## src/rtl/seq_serializer_if.sv

```systemverilog
// rtl/seq_serializer_if.sv - parallel word handshake between a word source and the serializer
interface seq_serializer_if #(
    parameter int WIDTH = 8
);
    logic [WIDTH-1:0] din;
    logic             din_valid;
    logic             din_ready;

    modport master (output din, output din_valid, input din_ready);
    modport slave  (input din, input din_valid, output din_ready);
endinterface

```

## src/rtl/seq_serializer.sv

```systemverilog
// rtl/seq_serializer.sv - one-word buffered parallel-to-serial feeder for the sequence detector
module seq_serializer #(
    parameter int WIDTH     = 8,
    parameter int MSB_FIRST = 1
) (
    input  logic              clk,
    input  logic              rst,
    seq_serializer_if.slave   in_if,
    input  logic              shift_en,
    output logic              Data_out,
    output logic              bit_valid,
    output logic              last_bit,
    output logic              busy
);
    typedef enum logic {IDLE, SHIFT} state_t;

    localparam int             CW   = $clog2(WIDTH);
    localparam logic [CW-1:0]  LAST = CW'(WIDTH - 1);

    state_t           state;
    logic [WIDTH-1:0] hold_q;
    logic [WIDTH-1:0] shift_q;
    logic [WIDTH-1:0] shift_nxt;
    logic [CW-1:0]    cnt;
    logic             hold_full;
    logic             accept;

    function automatic logic out_bit(input logic [WIDTH-1:0] w);
        return (MSB_FIRST != 0) ? w[WIDTH-1] : w[0];
    endfunction

    assign in_if.din_ready = rst & ~hold_full;
    assign accept          = in_if.din_valid & in_if.din_ready;
    assign busy            = (state == SHIFT) | hold_full;
    assign shift_nxt       = (MSB_FIRST != 0) ? {shift_q[WIDTH-2:0], 1'b0}
                                              : {1'b0, shift_q[WIDTH-1:1]};

    always_ff @(posedge clk or negedge rst) begin
        if (!rst) begin
            state     <= IDLE;
            hold_q    <= '0;
            hold_full <= 1'b0;
            shift_q   <= '0;
            cnt       <= '0;
            Data_out  <= 1'b0;
            bit_valid <= 1'b0;
            last_bit  <= 1'b0;
        end else begin
            // accept only ever fires into an empty hold, so it never races the load below
            if (accept) begin
                hold_q    <= in_if.din;
                hold_full <= 1'b1;
            end
            case (state)
                IDLE: begin
                    if (hold_full) begin
                        shift_q   <= hold_q;
                        cnt       <= '0;
                        hold_full <= 1'b0;
                        state     <= SHIFT;
                        Data_out  <= out_bit(hold_q);
                        bit_valid <= 1'b1;
                        last_bit  <= 1'b0;
                    end
                end
                SHIFT: begin
                    if (shift_en) begin
                        if (cnt == LAST) begin
                            cnt <= '0;
                            if (hold_full) begin
                                shift_q   <= hold_q;
                                hold_full <= 1'b0;
                                Data_out  <= out_bit(hold_q);
                                last_bit  <= 1'b0;
                            end else begin
                                state     <= IDLE;
                                Data_out  <= 1'b0;
                                bit_valid <= 1'b0;
                                last_bit  <= 1'b0;
                            end
                        end else begin
                            shift_q  <= shift_nxt;
                            cnt      <= cnt + 1'b1;
                            Data_out <= out_bit(shift_nxt);
                            last_bit <= ((cnt + 1'b1) == LAST);
                        end
                    end
                end
                default: state <= IDLE;
            endcase
        end
    end
endmodule

```

## src/flat_wrapper.sv

```systemverilog
// flat-port wrapper written by rule: the top's interface ports become plain ports
module seq_serializer_flat 
#(
    parameter int WIDTH     = 8,
    parameter int MSB_FIRST = 1
)
  (clk, rst, shift_en, Data_out, bit_valid, last_bit, busy, in_if_din, in_if_din_valid, in_if_din_ready);
  seq_serializer_if #(.WIDTH(WIDTH)) in_if_i ();
  input  logic clk;
  input  logic rst;
  input  logic shift_en;
  output logic Data_out;
  output logic bit_valid;
  output logic last_bit;
  output logic busy;
  input wire logic [$bits(in_if_i.din)-1:0] in_if_din;
  input wire logic [$bits(in_if_i.din_valid)-1:0] in_if_din_valid;
  output wire logic [$bits(in_if_i.din_ready)-1:0] in_if_din_ready;
  assign in_if_i.din = in_if_din;
  assign in_if_i.din_valid = in_if_din_valid;
  assign in_if_din_ready = in_if_i.din_ready;
  seq_serializer #(.WIDTH(WIDTH), .MSB_FIRST(MSB_FIRST)) u_core (.clk(clk), .rst(rst), .in_if(in_if_i), .shift_en(shift_en), .Data_out(Data_out), .bit_valid(bit_valid), .last_bit(last_bit), .busy(busy));
endmodule
```

## config.mk

```make
export PLATFORM = sky130hd
export DESIGN_NAME = seq_serializer_flat
export DESIGN_NICKNAME = d
export VERILOG_FILES = /design/src/rtl/seq_serializer_if.sv /design/src/rtl/seq_serializer.sv /design/src/flat_wrapper.sv
export SDC_FILE = /design/constraint.sdc
export NUM_CORES = 1
export LEC_CHECK = 0
export BUFFER_PORTS_ARGS = -buffer_cell sky130_fd_sc_hd__buf_2
export CORE_MARGIN = 3
export CORE_UTILIZATION = 59
export DETAILED_ROUTE_END_ITERATION = 8
export HOLD_SLACK_MARGIN = 0.03
export PLACE_DENSITY = 0.82
export SYNTH_ARGS = -nofsm -noshare
export SYNTH_HDL_FRONTEND = slang
export SYNTH_SLANG_ARGS = --single-unit
```

## constraint.sdc

```tcl
create_clock -name clk -period 2.3 [get_ports clk]
set_input_delay 0.115 -clock clk [delete_from_list [all_inputs] [get_ports clk]]
set_output_delay 0.115 -clock clk [all_outputs]
set_load 0.01 [all_outputs]
```

==> impl_metrics.csv, run 1 <==
group,metric,value,unit
flow_run,cap_violations,0,
synth,synthDominantCellAreaShare,51.0,%
finish,num_antenna_cells,0,
pwr,p_sw,511,uW
synth,synth_fa_ha_area_share,4.43,%
floorplan,coreArea,1760,sq um
finish,final_util,72.1,%
synth,synth-compound-area-share,17.2,%
synth,muxShareOfSynthArea,9.87,%
sta,final.period_utilization,73.0,%
critical_path,crit_fanout,6,
finish,regArea,576,sq um
floorplan,io_pins,17,
synth,yosysUniqueCellTypes,29,
floorplan,die_h,49.7,um
floorplan,initial_core_util,64.0,%
sta,fin_tns_setup,0,ns
pwr,p_int,923,uW
detailed_routing,routed_wl,2190,um
synth,synth_nets,117,
clock_tree,clockRootBuffer,"clkbuf_4",
clock_tree,clkLatencyLatePin,0.31,ns
synth,ys_ff_latch,23,
detailed_routing,vias_per_cell,5.60,
synth,synthSimpleGateAreaFrac,8.65,%
critical_path,cp-end-kind,"flop",
sta,setup_viol,0,
sta,finalHoldViolations,0,
pwr,clkPwrFrac,12.9,%
synth,synth-xor-area-share,0.776,%
global_route,grt_pass1_wl,3800,um
run_status,outcome,"finished clean",
global_route,overflow,0,
placed_design,placed_cell_area,1220,sq um
sta,maxSlewHeadroom,63.7,%
pwr,comb_power_share,35.7,%
detailed_routing,route.detailed.drc,0,
clock_tree,cts_max_level,1,
detailed_routing,postRouteAntennaNets,0,
finish,area_growth,12.7,%
detailed_routing,drtIter0Drc,40,
global_route,grt_antenna_before_repair,0,
floorplan,dieArea,2470,sq um
critical_path,rr_worst_depth,5,
clock_tree,cts_tree,"yes",
clock_tree,cts.sinks,23,
clock_tree,cts-buffers-inserted,3,
global_route,grt_usage,20.2,%
pwr,p_leak,0.637,nW
synth,synth_largest_area_cell,"dfrtp_1",
synth,synth_area,1130,sq um
finish,layout.nets,137,
clock_tree,cts_buffer_depth,2,
global_route,grt_pass1_vias,846,
synth,synth_top_family_by_area,"compound AO/OA/AOI/OAI gates",
placed_design,hpwl,1570,um
finish,drive_gt1_share,28.3,%
critical_path,cp-start-kind,"flop",
sta,rsz0062_at_grt,"no",
detailed_routing,num_vias,812,
critical_path,path_class,"flop to flop",
finish,multi_input_area,462,sq um
placed_design,port_buffers,16,
synth,ys_seq_area_share,51.0,%
finish,layout_common_cells,"23 x dfrtp_1, 16 x inv_1, 16 x buf_2",
sta,max_slew.worst_pin.slew,0.544,ns
floorplan,fp.dieW,49.7,um
hold_path,hold-path-cell-count,2,
synth,synth_area_leaders,"dfrtp_1 51%, mux2_2 9.0%, a222oi_1 5.3%, inv_1 5.3%, ha_1 4.4%",
global_route,grt_max_degree,24,
critical_path,worstPathRequired,2.47,ns
pwr,total_power,1.43,mW
synth,ys_warn_count,0,
hold_path,hold_class,"primary input to flop",
detailed_routing,wl_per_cell,15.1,um
placed_design,routabilityCongestion,0.778,
sta,post-route-min-period,1.68,ns
detailed_routing,drtPass1Iterations,4,
pwr,ir_worst_vdd,792,uV
clock_tree,clkTransAtPathRegs,0.12,ns
pwr,sequentialPowerShare,51.4,%
finish,final_cell_area,1270,sq um
pwr,switching_share,35.6,%
sta,slew_viol_final,0,
finish,fill_cells,143,
sta,skew,0.00592,ns
floorplan,rows,15,
synth,synth_area_per_cell,11.2,sq um
finish,final_common_cell,"dfrtp_1",
sta,max_freq,0.596,GHz
critical_path,cp.arrival,1.84,ns
pwr,p_per_area,1130,nW/um^2
synth,syn_inst,101,
path summary, 6_finish.rpt:
kind	start	to	slack, ns
max	u_core.cnt[0]	u_core.shift_q[6]	0.62
min	in_if_din[6]	u_core.hold_q[6]	0.03
max reg2reg	u_core.cnt[0]	u_core.shift_q[6]	0.62
min reg2reg	u_core.hold_q[6]	u_core.hold_q[6]	0.52
max in group asynchronous	rst	u_core.shift_q[1]	1.73
min in group asynchronous	rst	u_core.hold_q[1]	0.35
cells by family after synthesis:
| family | count (synthesis) |
|---|---|
| buffers and inverters | 21 |
| adders and majority gates | 4 |
| muxes | 10 |
| and+or+nand+nor | 18 |
| AOI/OAI and AO/OA | 24 |
| xor gates and xnor gates | 1 |
| DFF | 23 |
stage by stage:
| stage | hold slack (ns) | std cells | setup slack (ns) |
|---|---|---|---|
| floorplan | -0.181 | 101 | 0.826 |
| global placement | 0.160 | 138 | 0.730 |
| detailed placement | 0.159 | 138 | 0.641 |
| CTS | 0.0340 | 144 | 0.623 |
| global route | 0.0348 | 145 | 0.509 |
| finish | 0.0331 | 145 | 0.622 |
critical path, stage by stage (launching register included):
cell      delay (ns)
dfrtp_1         0.41
ha_1            0.19
ha_1            0.30
inv_1           0.07
a21oi_1         0.38
a222oi_1        0.19
repair_timing:
action / CTS / global route
setup buffers: 0 / 0
hold buffers: 2 / 1
resized for setup: 0 / 0
endpoints found under the hold margin: 24 / 1
setup endpoints to repair: 0 / 0
synth_stat cells, drive strengths merged:
cell	instances
dfrtp	23
inv	16
mux2	9
a222oi	6
nand2	6
o22ai	6
buf	4
ha	4
nor2	4
nor2b	3
a21oi	2
a22o	2
o21ai	2
o31ai	2
a211o	1
a21boi	1
a221oi	1
clkbuf	1
mux2i	1
nand2b	1
nand3b	1
nand4b	1
nor3	1
o21a	1
or2	1
xor2	1
power by group through the flow:
stage               logic (mW)  clock network (mW)  registers [mW]
global placement         0.480                   0           0.730
finish                   0.512               0.185           0.737
CTS                      0.512               0.187           0.731
detailed placement       0.507                   0           0.740
global route             0.585               0.203           0.760
floorplan                0.415                   0           0.694
cell type report:
cell class | instances | area share [%]
Timing Repair Buffer | 20 | 9.24
Tap cell | 25 | 2.46
Clock buffer | 4 | 2.06
Inverter | 16 | 4.72
Multi-Input combinational cell | 57 | 36.3
Sequential cell | 23 | 45.2
registers in the layout, summed over array words and instances (netlist names):
signal	count
u_core.state	1
u_core.hold_full	1
u_core.Data_out	1
u_core.last_bit	1
u_core.cnt	3
u_core.hold_q	8
u_core.bit_valid	1
u_core.shift_q	7
metal layers:
metal  wire [um]  share of wire [%]  track usage (%)  vias up
li1            -                  -                -      394
met1         974                 45             25.7      382
met2        1070                 49             34.1       30
met3         104                4.8             3.63        6
met4          37                1.7             7.37        0
met5           0                  0                0        -
(Power assumes the default switching activity.)
==> run 2, diff against run 1 <==
CORE_UTILIZATION = 49   (was 59)
PLACE_DENSITY = 0.73   (was 0.82)
clock period = 1.5 ns   (was 2.3 ns; I/O delays follow)
==> impl_metrics.csv, run 2 (synthesized netlist as in run 1, its figures left out) <==
group,metric,value,unit
run_status,outcome,"finished clean",
detailed_routing,route.detailed.drc,0,
sta,final.period_utilization,97.2,%
pwr,switching_share,35.0,%
placed_design,dp_cells,148,
critical_path,cp-start-kind,"flop",
floorplan,die_h,54.0,um
floorplan,coreArea,2060,sq um
pwr,clkPwrFrac,11.7,%
finish,regMostFlops,"u_core.hold_q",
critical_path,r2r-start,"u_core.cnt[1]",
pwr,ir_worst_vdd,1000,uV
finish,area_growth,30.3,%
detailed_routing,drtIter0Drc,41,
global_route,grt_pass1_vias,889,
critical_path,crit_fanout,7,
clock_tree,clkTransAtPathRegs,0.12,ns
finish,layout_common_cells,"22 x dfrtp_1, 16 x inv_1, 16 x buf_2",
pwr,sequentialPowerShare,45.2,%
global_route,grt_max_degree,24,
floorplan,initial_core_util,54.7,%
clock_tree,cts_buffer_depth,2,
pwr,p_int,1.61,mW
pwr,comb_power_share,43.2,%
floorplan,io_pins,17,
placed_design,routabilityCongestion,0.779,
hold_path,hold-path-cell-count,3,
global_route,overflow,0,
sta,fin_tns_setup,0,ns
detailed_routing,postRouteAntennaNets,0,
critical_path,cp-end-kind,"flop",
sta,rsz0062_at_grt,"yes",
clock_tree,clockRootBuffer,"clkbuf_4",
hold_path,hold_class,"primary input to flop",
critical_path,crit_path_top_delay_cell,"dfrtp_1",
critical_path,cpMostUsedCell,"ha_4",
sta,slew_viol_final,0,
clock_tree,cts_max_level,1,
sta,skew,0.00414,ns
placed_design,hpwl,1620,um
placed_design,port_buffers,16,
floorplan,fp.dieW,54.0,um
sta,max_slew.worst_pin.slew,0.349,ns
finish,num_antenna_cells,0,
global_route,grt_pass1_wl,3840,um
flow_run,cap_violations,0,
sta,timing.final.ws_setup,0.0415,ns
finish,drive_gt1_share,37.4,%
sta,setup_viol,0,
critical_path,rrSetupSlack,0.04,ns
finish,reg.largest.list,"u_core.hold_q x8, u_core.shift_q x7, u_core.cnt x3",
critical_path,cp.arrival,1.67,ns
critical_path,slowest_delay,0.44,ns
finish,largest_reg_flops,8,
pwr,p_leak,0.726,nW
sta,fin_hold_ws,0.105,ns
sta,finalHoldViolations,0,
finish,final_common_cell,"dfrtp_1",
floorplan,dieArea,2910,sq um
global_route,grt_usage,18.8,%
detailed_routing,routed_wl,2370,um
detailed_routing,num_vias,910,
global_route,grt_antenna_before_repair,0,
finish,final_cell_area,1470,sq um
critical_path,rr_worst_depth,5,
critical_path,crit_path_cell_trace,"ha_4 > ha_4 > a21boi_4 > nor2b_4 > a222oi_1",
finish,finalNonFillerCells,166,
hold_path,hold_end,"u_core.hold_full",
floorplan,rows,16,
clock_tree,cts_tree,"yes",
hold_path,hold_start,"in_if_din_valid",
detailed_routing,wl_per_cell,14.3,um
sta,post-route-min-period,1.46,ns
critical_path,r2r-end,"u_core.shift_q[5]",
detailed_routing,drtPass1Iterations,7,
clock_tree,cts-buffers-inserted,3,
critical_path,path_class,"flop to flop",
clock_tree,clkLatencyLatePin,0.31,ns
finish,final_util,71.3,%
detailed_routing,vias_per_cell,5.48,
clock_tree,cts.sinks,23,
critical_path,worstPathRequired,1.71,ns
sta,max_freq,0.686,GHz
placed_design,place_ws,-0.0662,ns
finish,layout.nets,156,
pwr,total_power,2.48,mW
sta,maxSlewHeadroom,76.7,%
pwr,p_per_area,1690,nW/um^2
pwr,p_sw,868,uW
placed_design,placed_cell_area,1280,sq um
-- run 2: cell types whose count changed in the layout (fill, tap and decap cells not counted), sizes merged --
cell / delta
buf: +13
dlygate4sd3: +6
-- run 2: timing repair --
item,CTS,global route
pin swaps,2,4
cloned,0,0
hold endpoints to repair,31,0
setup endpoints to repair,7,8
buffers inserted,1,4
resized for setup,5,3
hold buffers,9,0
-- run 2: power by group through the flow --
stage / registers, mW / clock network [mW] / logic (mW)
after CTS: 1.11 / 0.293 / 0.974
final: 1.12 / 0.290 / 1.07
after global placement: 1.09 / 0 / 0.859
after floorplan: 1.06 / 0 / 0.636
after global routing: 1.16 / 0.323 / 1.19
after detailed placement: 1.11 / 0 / 0.894
-- run 2: worst max-delay path by stage --
| stage | cells after the start | start | end |
|---|---|---|---|
| after global placement | 5 | u_core.cnt[0] | u_core.Data_out |
| after detailed placement | 5 | u_core.cnt[1] | u_core.shift_q[2] |
| after global routing | 5 | u_core.cnt[1] | u_core.shift_q[5] |
| final | 5 | u_core.cnt[1] | u_core.shift_q[5] |
| after floorplan | 5 | u_core.cnt[0] | u_core.Data_out |
| after CTS | 5 | u_core.cnt[1] | u_core.shift_q[6] |
-- run 2: metal layers --
| metal | wire (um) | vias up | GRT usage [%] |
|---|---|---|---|
| li1 | - | 439 | - |
| met1 | 1110 | 432 | 24.9 |
| met2 | 1120 | 35 | 29.8 |
| met3 | 111 | 4 | 3.32 |
| met4 | 35 | 0 | 8.71 |
| met5 | 0 | - | 0 |
-- run 2: area by class of cell --
cell class,instances,area [sq um]
repair buffers,39,275
clock buffers,4,26.3
inverters,16,60.1
multi-input cells,57,498
flip-flops and latches,23,577
fillers,143,592
well taps,27,33.8
-- run 2: critical path: cells and delay by family (launching register included) --
family / cells / cell delay (ns)
flops: 1 / 0.44
fa+ha+maj: 2 / 0.36
simple gates: 1 / 0.08
compound gates: 2 / 0.48
==> run 3, diff against run 2 <==
HOLD_SLACK_MARGIN = default   (was 0.03)
REMOVE_ABC_BUFFERS = 1   (was default)
==> impl_metrics.csv, run 3 (synthesized netlist as in run 1, its figures left out) <==
group,metric,value,unit
clock_tree,cts_max_level,1,
flow_run,cap_violations,0,
clock_tree,cts.sinks,23,
pwr,p_per_area,1670,nW/um^2
floorplan,rows,16,
finish,largest_reg_flops,8,
floorplan,die_h,54.0,um
detailed_routing,route.detailed.drc,0,
detailed_routing,num_vias,880,
sta,maxSlewHeadroom,76.0,%
finish,final_cell_area,1430,sq um
detailed_routing,routed_wl,2360,um
clock_tree,cts-buffers-inserted,3,
critical_path,slowest_delay,0.42,ns
finish,area_growth,26.5,%
global_route,grt_pass1_wl,3940,um
detailed_routing,drtPass1Iterations,4,
pwr,p_int,1.55,mW
sta,max_freq,0.686,GHz
sta,slew_viol_final,0,
detailed_routing,postRouteAntennaNets,0,
clock_tree,clockRootBuffer,"clkbuf_4",
sta,skew,0.00468,ns
placed_design,hpwl,1610,um
critical_path,cp-end-kind,"flop",
floorplan,io_pins,17,
run_status,outcome,"finished clean",
global_route,gr-usage-met2,34.3,%
critical_path,crit_buf_inv,0,
placed_design,dp_cells,147,
finish,num_antenna_cells,0,
pwr,sequentialPowerShare,45.5,%
finish,final_util,69.2,%
critical_path,crit_fanout,7,
sta,timing.final.ws_setup,0.0419,ns
critical_path,cp.arrival,1.67,ns
floorplan,coreArea,2060,sq um
pwr,ir_worst_vdd,1150,uV
clock_tree,clkTransAtPathRegs,0.13,ns
global_route,grt_antenna_before_repair,0,
critical_path,path_class,"flop to flop",
pwr,comb_power_share,42.5,%
global_route,busiest_layer,"met2",
critical_path,worstPathRequired,1.71,ns
placed_design,routabilityCongestion,0.741,
floorplan,initial_core_util,54.7,%
finish,finalNonFillerCells,162,
global_route,grt_max_degree,24,
finish,reg.largest.list,"u_core.hold_q x8, u_core.shift_q x7, u_core.cnt x3",
pwr,p_leak,0.709,nW
pwr,switching_share,35.1,%
clock_tree,clkLatencyLatePin,0.31,ns
pwr,clkPwrFrac,11.9,%
finish,drive_gt1_share,34.8,%
hold_path,hold_class,"primary input to flop",
detailed_routing,wl_per_cell,14.6,um
floorplan,fp.dieW,54.0,um
detailed_routing,drtIter0Drc,32,
finish,layout.nets,152,
placed_design,placed_cell_area,1270,sq um
global_route,grt_pass1_vias,886,
critical_path,crit_path_cell_trace,"ha_2 > ha_4 > a21boi_4 > nor2b_4 > a211o_1",
floorplan,dieArea,2910,sq um
critical_path,crit_path_top_delay_cell,"dfrtp_1",
sta,post-route-min-period,1.46,ns
finish,final_common_cell,"dfrtp_1",
global_route,overflow,0,
pwr,p_sw,840,uW
placed_design,place_ws,-0.167,ns
sta,max_slew.worst_pin.slew,0.360,ns
sta,setup_viol,0,
critical_path,cp-start-kind,"flop",
sta,final.period_utilization,97.2,%
finish,layout_common_cells,"23 x dfrtp_1, 16 x inv_1, 16 x buf_2",
sta,rsz0062_at_grt,"yes",
global_route,grt_usage,19.0,%
critical_path,crit_family,"compound AO/OA/AOI/OAI gates",
clock_tree,cts_buffer_depth,2,
placed_design,port_buffers,16,
detailed_routing,vias_per_cell,5.43,
sta,finalHoldViolations,0,
global_route,met3_usage,3.32,%
clock_tree,cts_tree,"yes",
finish,regMostFlops,"u_core.hold_q",
global_route,grt_use_met1,23.3,%
run 3: cell types whose count changed in the layout (fill, tap and decap cells not counted), sizes merged:
| cell | previous run | this run |
|---|---|---|
| clkbuf | 4 | 3 |
| buf | 30 | 26 |
| clkinv | 0 | 1 |
run 3: power groups by stage:
stage	registers, mW	logic, mW	clock network [mW]
after floorplan	1.09	0.573	0
after global placement	1.07	0.867	0
after detailed placement	1.10	0.903	0
after CTS	1.08	0.964	0.292
after global routing	1.12	1.14	0.324
final	1.09	1.02	0.285
run 3: worst paths after layout:
kind | startpoint | end | slack, ns | cells past startpoint
max | u_core.cnt[0] | u_core.Data_out | 0.04 | 5
min | in_if_din_valid | u_core.hold_full | 0.1 | 3
max reg2reg | u_core.cnt[0] | u_core.Data_out | 0.04 | 5
min reg2reg | u_core.hold_q[7] | u_core.Data_out | 0.52 | 1
max in group asynchronous | rst | u_core.hold_full | 0.97 | 3
min in group asynchronous | rst | u_core.last_bit | 0.30 | 3
run 3: metrics by stage:
| step | TNS, ns | hold slack [ns] | total power [mW] |
|---|---|---|---|
| 2_1_floorplan | 0 | -0.221 | 1.67 |
| 3_5_place_dp | -1.01 | 0.119 | 2.00 |
| 5_1_grt | -0.164 | 0.122 | 2.59 |
| 6_report | 0 | 0.0957 | 2.39 |
| 4_1_cts | 0 | 0.117 | 2.33 |
| 3_3_place_gp | -0.442 | 0.113 | 1.94 |
run 3: layer usage:
layer	vias to the layer above	routed length [um]
li1	427	-
met1	414	1030
met2	32	1200
met3	7	96
met4	0	35
met5	-	0
run 3: repair_timing:
item,in CTS,in global routing
setup buffers,1,1
hold buffers,9,0
pin swaps,0,3
endpoints found under the setup margin,7,7
hold endpoints to repair,31,0
resized for setup,2,3
run 3: worst register-to-register path: stages, from the launching register on:
cell and delay, ns:
dfrtp_1 0.42, ha_2 0.22, ha_4 0.18, a21boi_4 0.16, nor2b_4 0.08, a211o_1 0.29
run 3: cell type report:
class / instances / area, sq um
clock buffer: 3 / 22.5
clock inverter: 1 / 5.00
fill: 166 / 634
inverter: 16 / 60.1
multi-input combinational: 57 / 485
sequential: 23 / 576
tap: 27 / 33.8
timing repair buffer: 35 / 245
